[src/rtl/block_fetch_2x2_if.sv]
// rtl/block_fetch_2x2_if.sv - frame RAM read port and decimator pixel/ack handshake
interface block_fetch_2x2_if #(
  parameter int ADDR_W  = 15,
  parameter int OADDR_W = 13
);
  logic               mem_rd_en;
  logic [ADDR_W-1:0]  mem_addr;
  logic [7:0]         mem_rdata;
  logic               blk_start;
  logic [7:0]         pix_data;
  logic               pix_valid;
  logic [OADDR_W-1:0] out_addr;
  logic               blk_ack;

  modport master (
    output mem_rd_en, mem_addr, blk_start, pix_data, pix_valid, out_addr,
    input  mem_rdata, blk_ack
  );

  modport slave (
    input  mem_rd_en, mem_addr, blk_start, pix_data, pix_valid, out_addr,
    output mem_rdata, blk_ack
  );
endinterface

[src/rtl/block_fetch_2x2.sv]
// rtl/block_fetch_2x2.sv - 2x2 block walker feeding the 2x decimator from frame RAM
// Optional abort input enabled by BLOCK_FETCH_ABORT_EN.
module block_fetch_2x2 #(
  parameter int IMG_W   = 160,
  parameter int IMG_H   = 120,
  parameter int ADDR_W  = 15,
  parameter int OADDR_W = 13
) (
  input  logic clk,
  input  logic reset_n,
  input  logic start_i,
`ifdef BLOCK_FETCH_ABORT_EN
  input  logic abort_i,
`endif
  output logic busy_o,
  output logic done_o,
  block_fetch_2x2_if.master bus
);
  localparam logic [2:0] S_IDLE = 3'd0;
  localparam logic [2:0] S_READ = 3'd1;
  localparam logic [2:0] S_LAST = 3'd2;
  localparam logic [2:0] S_WAIT = 3'd3;
  localparam logic [2:0] S_DONE = 3'd4;

  localparam int BCOLS = IMG_W / 2;
  localparam int BROWS = IMG_H / 2;
  localparam int CW    = (BCOLS > 1) ? $clog2(BCOLS) : 1;
  localparam int RW    = (BROWS > 1) ? $clog2(BROWS) : 1;

  localparam logic [CW-1:0]      LAST_COL = CW'(BCOLS - 1);
  localparam logic [RW-1:0]      LAST_ROW = RW'(BROWS - 1);
  localparam logic [ADDR_W-1:0]  A_ONE    = ADDR_W'(1);
  localparam logic [ADDR_W-1:0]  A_TWO    = ADDR_W'(2);
  localparam logic [ADDR_W-1:0]  ROW_OFS  = ADDR_W'(IMG_W);
  localparam logic [ADDR_W-1:0]  ROW2_OFS = ADDR_W'(2 * IMG_W);
  localparam logic [OADDR_W-1:0] O_ONE    = OADDR_W'(1);

  logic [2:0]         state_q, state_d;
  logic [1:0]         rd_cnt_q, rd_cnt_d;
  logic [ADDR_W-1:0]  base_q, base_d;
  logic [ADDR_W-1:0]  row_start_q, row_start_d;
  logic [CW-1:0]      bcol_q, bcol_d;
  logic [RW-1:0]      brow_q, brow_d;
  logic [OADDR_W-1:0] out_addr_q, out_addr_d;
  logic               pix_valid_q, pix_valid_d;
  logic               abort;
  logic               rd_en;
  logic [ADDR_W-1:0]  rd_addr;

`ifdef BLOCK_FETCH_ABORT_EN
  assign abort = abort_i;
`else
  assign abort = 1'b0;
`endif

  always_comb begin
    state_d     = state_q;
    rd_cnt_d    = rd_cnt_q;
    base_d      = base_q;
    row_start_d = row_start_q;
    bcol_d      = bcol_q;
    brow_d      = brow_q;
    out_addr_d  = out_addr_q;
    // RAM data lands one cycle after each read, so valid trails the READ state
    pix_valid_d = (state_q == S_READ) && !abort;
    case (state_q)
      S_IDLE: begin
        if (start_i) begin
          state_d     = S_READ;
          rd_cnt_d    = 2'd0;
          base_d      = '0;
          row_start_d = '0;
          bcol_d      = '0;
          brow_d      = '0;
          out_addr_d  = '0;
        end
      end
      S_READ: begin
        rd_cnt_d = rd_cnt_q + 2'd1;
        if (rd_cnt_q == 2'd3) state_d = S_LAST;
      end
      S_LAST: state_d = S_WAIT;
      S_WAIT: begin
        if (bus.blk_ack) begin
          if (bcol_q == LAST_COL && brow_q == LAST_ROW) begin
            state_d = S_DONE;
          end else begin
            state_d    = S_READ;
            rd_cnt_d   = 2'd0;
            out_addr_d = out_addr_q + O_ONE;
            if (bcol_q == LAST_COL) begin
              bcol_d      = '0;
              brow_d      = brow_q + 1'b1;
              row_start_d = row_start_q + ROW2_OFS;
              base_d      = row_start_q + ROW2_OFS;
            end else begin
              bcol_d = bcol_q + 1'b1;
              base_d = base_q + A_TWO;
            end
          end
        end
      end
      S_DONE:  state_d = S_IDLE;
      default: state_d = S_IDLE;
    endcase
    if (abort && state_q != S_IDLE) state_d = S_IDLE;
  end

  always_ff @(posedge clk or negedge reset_n) begin
    if (!reset_n) begin
      state_q     <= S_IDLE;
      rd_cnt_q    <= 2'd0;
      base_q      <= '0;
      row_start_q <= '0;
      bcol_q      <= '0;
      brow_q      <= '0;
      out_addr_q  <= '0;
      pix_valid_q <= 1'b0;
    end else begin
      state_q     <= state_d;
      rd_cnt_q    <= rd_cnt_d;
      base_q      <= base_d;
      row_start_q <= row_start_d;
      bcol_q      <= bcol_d;
      brow_q      <= brow_d;
      out_addr_q  <= out_addr_d;
      pix_valid_q <= pix_valid_d;
    end
  end

  assign rd_en = (state_q == S_READ);

  always_comb begin
    rd_addr = base_q;
    case (rd_cnt_q)
      2'd0:    rd_addr = base_q;
      2'd1:    rd_addr = base_q + A_ONE;
      2'd2:    rd_addr = base_q + ROW_OFS;
      default: rd_addr = base_q + ROW_OFS + A_ONE;
    endcase
  end

  assign bus.mem_rd_en = rd_en;
  assign bus.mem_addr  = rd_en ? rd_addr : '0;
  assign bus.blk_start = rd_en && (rd_cnt_q == 2'd0);
  assign bus.pix_valid = pix_valid_q;
  assign bus.pix_data  = pix_valid_q ? bus.mem_rdata : 8'd0;
  assign bus.out_addr  = out_addr_q;
  assign busy_o        = (state_q != S_IDLE);
  assign done_o        = (state_q == S_DONE);
endmodule

[src/flat_wrapper.sv]
// flat-port wrapper written by rule: the top's interface ports become plain ports
module block_fetch_2x2_flat 
#(
  parameter int IMG_W   = 160,
  parameter int IMG_H   = 120,
  parameter int ADDR_W  = 15,
  parameter int OADDR_W = 13
)
  (clk, reset_n, start_i, busy_o, done_o, bus_mem_rd_en, bus_mem_addr, bus_blk_start, bus_pix_data, bus_pix_valid, bus_out_addr, bus_mem_rdata, bus_blk_ack);
  block_fetch_2x2_if #(.ADDR_W(ADDR_W), .OADDR_W(OADDR_W)) bus_i ();
  input  logic clk;
  input  logic reset_n;
  input  logic start_i;
  output logic busy_o;
  output logic done_o;
  output wire logic [$bits(bus_i.mem_rd_en)-1:0] bus_mem_rd_en;
  output wire logic [$bits(bus_i.mem_addr)-1:0] bus_mem_addr;
  output wire logic [$bits(bus_i.blk_start)-1:0] bus_blk_start;
  output wire logic [$bits(bus_i.pix_data)-1:0] bus_pix_data;
  output wire logic [$bits(bus_i.pix_valid)-1:0] bus_pix_valid;
  output wire logic [$bits(bus_i.out_addr)-1:0] bus_out_addr;
  input wire logic [$bits(bus_i.mem_rdata)-1:0] bus_mem_rdata;
  input wire logic [$bits(bus_i.blk_ack)-1:0] bus_blk_ack;
  assign bus_mem_rd_en = bus_i.mem_rd_en;
  assign bus_mem_addr = bus_i.mem_addr;
  assign bus_blk_start = bus_i.blk_start;
  assign bus_pix_data = bus_i.pix_data;
  assign bus_pix_valid = bus_i.pix_valid;
  assign bus_out_addr = bus_i.out_addr;
  assign bus_i.mem_rdata = bus_mem_rdata;
  assign bus_i.blk_ack = bus_blk_ack;
  block_fetch_2x2 #(.IMG_W(IMG_W), .IMG_H(IMG_H), .ADDR_W(ADDR_W), .OADDR_W(OADDR_W)) u_core (.clk(clk), .reset_n(reset_n), .start_i(start_i), .busy_o(busy_o), .done_o(done_o), .bus(bus_i));
endmodule
[config.mk]
export PLATFORM = sky130hd
export DESIGN_NAME = block_fetch_2x2_flat
export DESIGN_NICKNAME = d
export VERILOG_FILES = /design/src/rtl/block_fetch_2x2_if.sv /design/src/rtl/block_fetch_2x2.sv /design/src/flat_wrapper.sv
export SDC_FILE = /design/constraint.sdc
export NUM_CORES = 1
export LEC_CHECK = 0
export ABC_AREA = 1
export BUFFER_PORTS_ARGS = -buffer_cell sky130_fd_sc_hd__buf_2
export CORE_UTILIZATION = 40
export CTS_BUF_LIST = sky130_fd_sc_hd__clkbuf_4
export DETAILED_ROUTE_END_ITERATION = 6
export SYNTH_ARGS = -nofsm -noshare
export SYNTH_HDL_FRONTEND = slang
export SYNTH_SLANG_ARGS = --single-unit
[constraint.sdc]
create_clock -name clk -period 2.8 [get_ports clk]
set_clock_uncertainty 0.05 [all_clocks]
set_input_delay 0.42 -clock clk [delete_from_list [all_inputs] [get_ports clk]]
set_output_delay 0.42 -clock clk [all_outputs]
set_load 0.05 [all_outputs]
==> results.md <==
- Status: finished, final reports clean
- Area Overhead vs Synth: 23.1%
- Most frequent cells in the layout: nand2_1 (144), inv_1 (61), dfrtp_1 (54)
- I/O pin cnt: 53
- Reg2Reg Depth: 12
- Final hold vios: 0
- Worst setup margin: roughly 0.089 ns
- Register area share after synthesis: between 30% and 40%
- Most common cell after layout, fill and taps aside: nand2_1
- Reg2Reg Setup Slack: about 0.44 ns
- Final-stage net count: around 680
- Total Die Area: 10,600 um^2
- Largest net degree at the start of global routing: 36
- CP required: 2.33 ns
- Main synth FF type: dfrtp_1
- Post-synth EDFFs: 0
- Average cell area after synthesis: roughly 6.9 um^2
- DP HPWL: roughly 7.6 mm
- # H-tree levels: 2
- Tot GR Track Use: approximately a fifth
- PwrDens: ~950 nW/um^2
- Pint: just over 2 mW
- Mapped Area: between 4000 and 5000 um^2
- Crit path arrival time: around 2.2 ns
- Hold buffer count at cts: 0
- Place WS: 0.0669 ns
- RSZ-0062 raised after global routing: true
- CTS tree: done
- Max Cap Viol: 0
- CP Capture Type: output pin
- P_sw: roughly 2.7 mW
- Grt ovf: 0
- Crit path max-delay family: buffers and inverters
- First-pass GRT wire length: about 17 mm
- Initial antenna violation count: 0
- # fillers: about 1.0k
- Yosys cell types: 43
- Crit path largest cell delay: 0.42 ns
- Period utilization: between 90% and 100%
- Core Util, Final: roughly half
- Initial Utilization: slightly above 40%
- Sw Ratio: 57.4%
- Root buffer cell: clkbuf_4
- Ys async rst share: 100%
- Worst Tran Pin Value: 0.844 ns
- Core area: roughly 9800 um^2
- Vias after detailed routing: ~4k
- Clock Sinks: 56
- Final Critical Period: ~2.7 ns
- Hold crit path type: in -> async
- Drt total wl: between 10 and 15 mm
- CTS Buf Count: 5
- Starting DRT DRC Count: slightly above 200
- # diodes: 0
- Synthesized net count: around 610
- Syn Inst Count: between 500 and 600
- Slowest CP cell: dfrtp_1
- CP bufs+invs: 4
- #FFs+latches synth: 56
- Startpoint types: flip-flop
- Final ANT Viol Nets: 0
- Gpl congestion: around 0.87
- TritonRoute pass-1 iters: 5
- Most frequent CP cell: buf_6
- Clock power share: about 7.8%
- Worst-Skew Late Latency: 0.39 ns
- # DRC: 0
- Slew HR: between 40% and 50%
- Die Y: between 100 and 150 um
- IO Port Bufs: 52
- Number of global-route vias before repair: approximately 3.6k
- Pleak: between 2 and 2.5 nW
- FP Rows: 36
- Final Slew Violations: 0
- Vias/cell: roughly 5.1
- CP Depth: 10
- DR WL/cell: between 10 and 15 um
- CTS Buffer Depth: 2
- Worst-path fanout max: 9
- Reg area: around 1400 um^2
- Critical path cell sequence: inv_2, ha_4, buf_6, nand2_1, nand2_2, nor2_4, buf_4, xnor2_1, a221oi_2, buf_6
- Crit path kind: reg -> out
- Comb pwr share: about two thirds
- Clock transition at path regs: approximately 0.18 ns
- Worst vdd ir: around 550 uV
- Multi-input gate area: between 2000 and 3000 um^2
- Synth warn: 0
- Max Fclk: about 0.37 GHz
- Seq pwr share: 24.0%
- Die width: 103 um
- Final Setup Violations: 0
- Share of cells above drive strength 1: approximately 25%
==> layer usage <==
layer	global-route usage (%)	wire, um
met5	0	0
met4	3.25	62
met2	36.1	5020
met1	27.4	5230
met3	2.24	337
==> cell usage after synthesis, types with 2 or more instances <==
| library cell | n | area share (%) |
|---|---|---|
| a211oi_1 | 2 | 0.37 |
| a21oi_1 | 36 | 4.4 |
| buf_2 | 4 | 0.49 |
| buf_4 | 5 | 0.92 |
| buf_6 | 2 | 0.55 |
| clkbuf_1 | 8 | 0.74 |
| clkinv_1 | 2 | 0.18 |
| dfrtp_1 | 56 | 34 |
| ha_1 | 11 | 3.4 |
| inv_1 | 64 | 5.9 |
| inv_2 | 8 | 0.74 |
| nand2_1 | 161 | 15 |
| nand2_2 | 2 | 0.31 |
| nand2_4 | 2 | 0.55 |
| nand3_1 | 59 | 7.3 |
| nand3b_1 | 2 | 0.37 |
| nand4_1 | 8 | 1.2 |
| nor2_1 | 44 | 4.1 |
| nor2_4 | 2 | 0.55 |
| nor3_1 | 10 | 1.2 |
| nor3_2 | 2 | 0.49 |
| o211ai_1 | 2 | 0.37 |
| o21a_1 | 3 | 0.55 |
| o21ai_0 | 35 | 4.3 |
| o21ai_1 | 12 | 1.5 |
| o21ai_2 | 2 | 0.43 |
| o22ai_1 | 2 | 0.31 |
| o31ai_1 | 10 | 1.8 |
| or2_1 | 2 | 0.31 |
| xnor2_1 | 4 | 0.86 |
| xor2_1 | 17 | 3.7 |
==> through the flow <==
stage	total power [mW]	TNS, ns	instance area [um^2]	instances	hold slack, ns
after floorplan	3.41	-0.00118	4090	591	0.0744
after global placement	4.05	0	4530	771	0.434
after detailed placement	4.08	0	4530	771	0.443
after global routing	5.15	-0.248	5000	792	0.0910
final	4.78	0	5000	792	0.0590
after CTS	4.58	-0.00254	4750	783	0.0712
==> flip-flops by register name, indices dropped and copies added, names as in the netlist <==
| name | flops |
|---|---|
| u_core.state_q | 3 |
| u_core.bus.out_addr | 13 |
| u_core.rd_cnt_q | 2 |
| u_core.row_start_q | 9 |
| u_core.brow_q | 6 |
| u_core.bus.pix_valid | 1 |
| u_core.base_q | 15 |
| u_core.bcol_q | 7 |
==> area by class of cell <==
| class | count | area share, % |
|---|---|---|
| clock inverters | 3 | 0.425 |
| inverters | 74 | 5.88 |
| clock buffers | 5 | 0.750 |
| well taps | 133 | 3.33 |
| flip-flops and latches | 56 | 28.1 |
| repair buffers | 79 | 10.5 |
| multi-input cells | 442 | 51.1 |
==> cells by family (layout without fill, tap and decap cells) <==
family | Yosys count | after routing | share of synthesized area [%]
compound gates | 109 | 109 | 15.1
xor+xnor | 21 | 21 | 4.53
fa+ha+maj | 11 | 11 | 3.39
buf+inv | 94 | 161 | 9.67
flops | 56 | 56 | 34.5
simple gates | 300 | 301 | 32.8
==> power by group through the flow <==
stage | registers (mW) | logic (mW) | clock network (mW)
after detailed placement | 1.15 | 2.93 | 0
after global routing | 1.18 | 3.56 | 0.411
after floorplan | 1.21 | 2.20 | 0
after CTS | 1.14 | 3.05 | 0.387
final | 1.15 | 3.26 | 0.372
after global placement | 1.14 | 2.90 | 0
==> path summary, 6_finish.rpt <==
kind	from	end
worst max-delay path	u_core.rd_cnt_q[1]	bus_mem_addr[8]
worst min-delay path	reset_n	u_core.bus.out_addr[4]
worst max register to register	u_core.bcol_q[0]	u_core.row_start_q[10]
worst min register to register	u_core.bcol_q[3]	u_core.bcol_q[3]
max in group asynchronous	reset_n	u_core.row_start_q[6]
min in group clk	start_i	u_core.state_q[0]
==> what timing repair did <==
| action | CTS | global route |
|---|---|---|
| setup endpoints to repair | 9 | 26 |
| setup buffers | 4 | 8 |
| gates cloned | 0 | 1 |
| hold endpoints to repair | 0 | 0 |
| resized for setup | 35 | 52 |
| pin swaps | 12 | 21 |
Power figures use the tool's default switching activity.
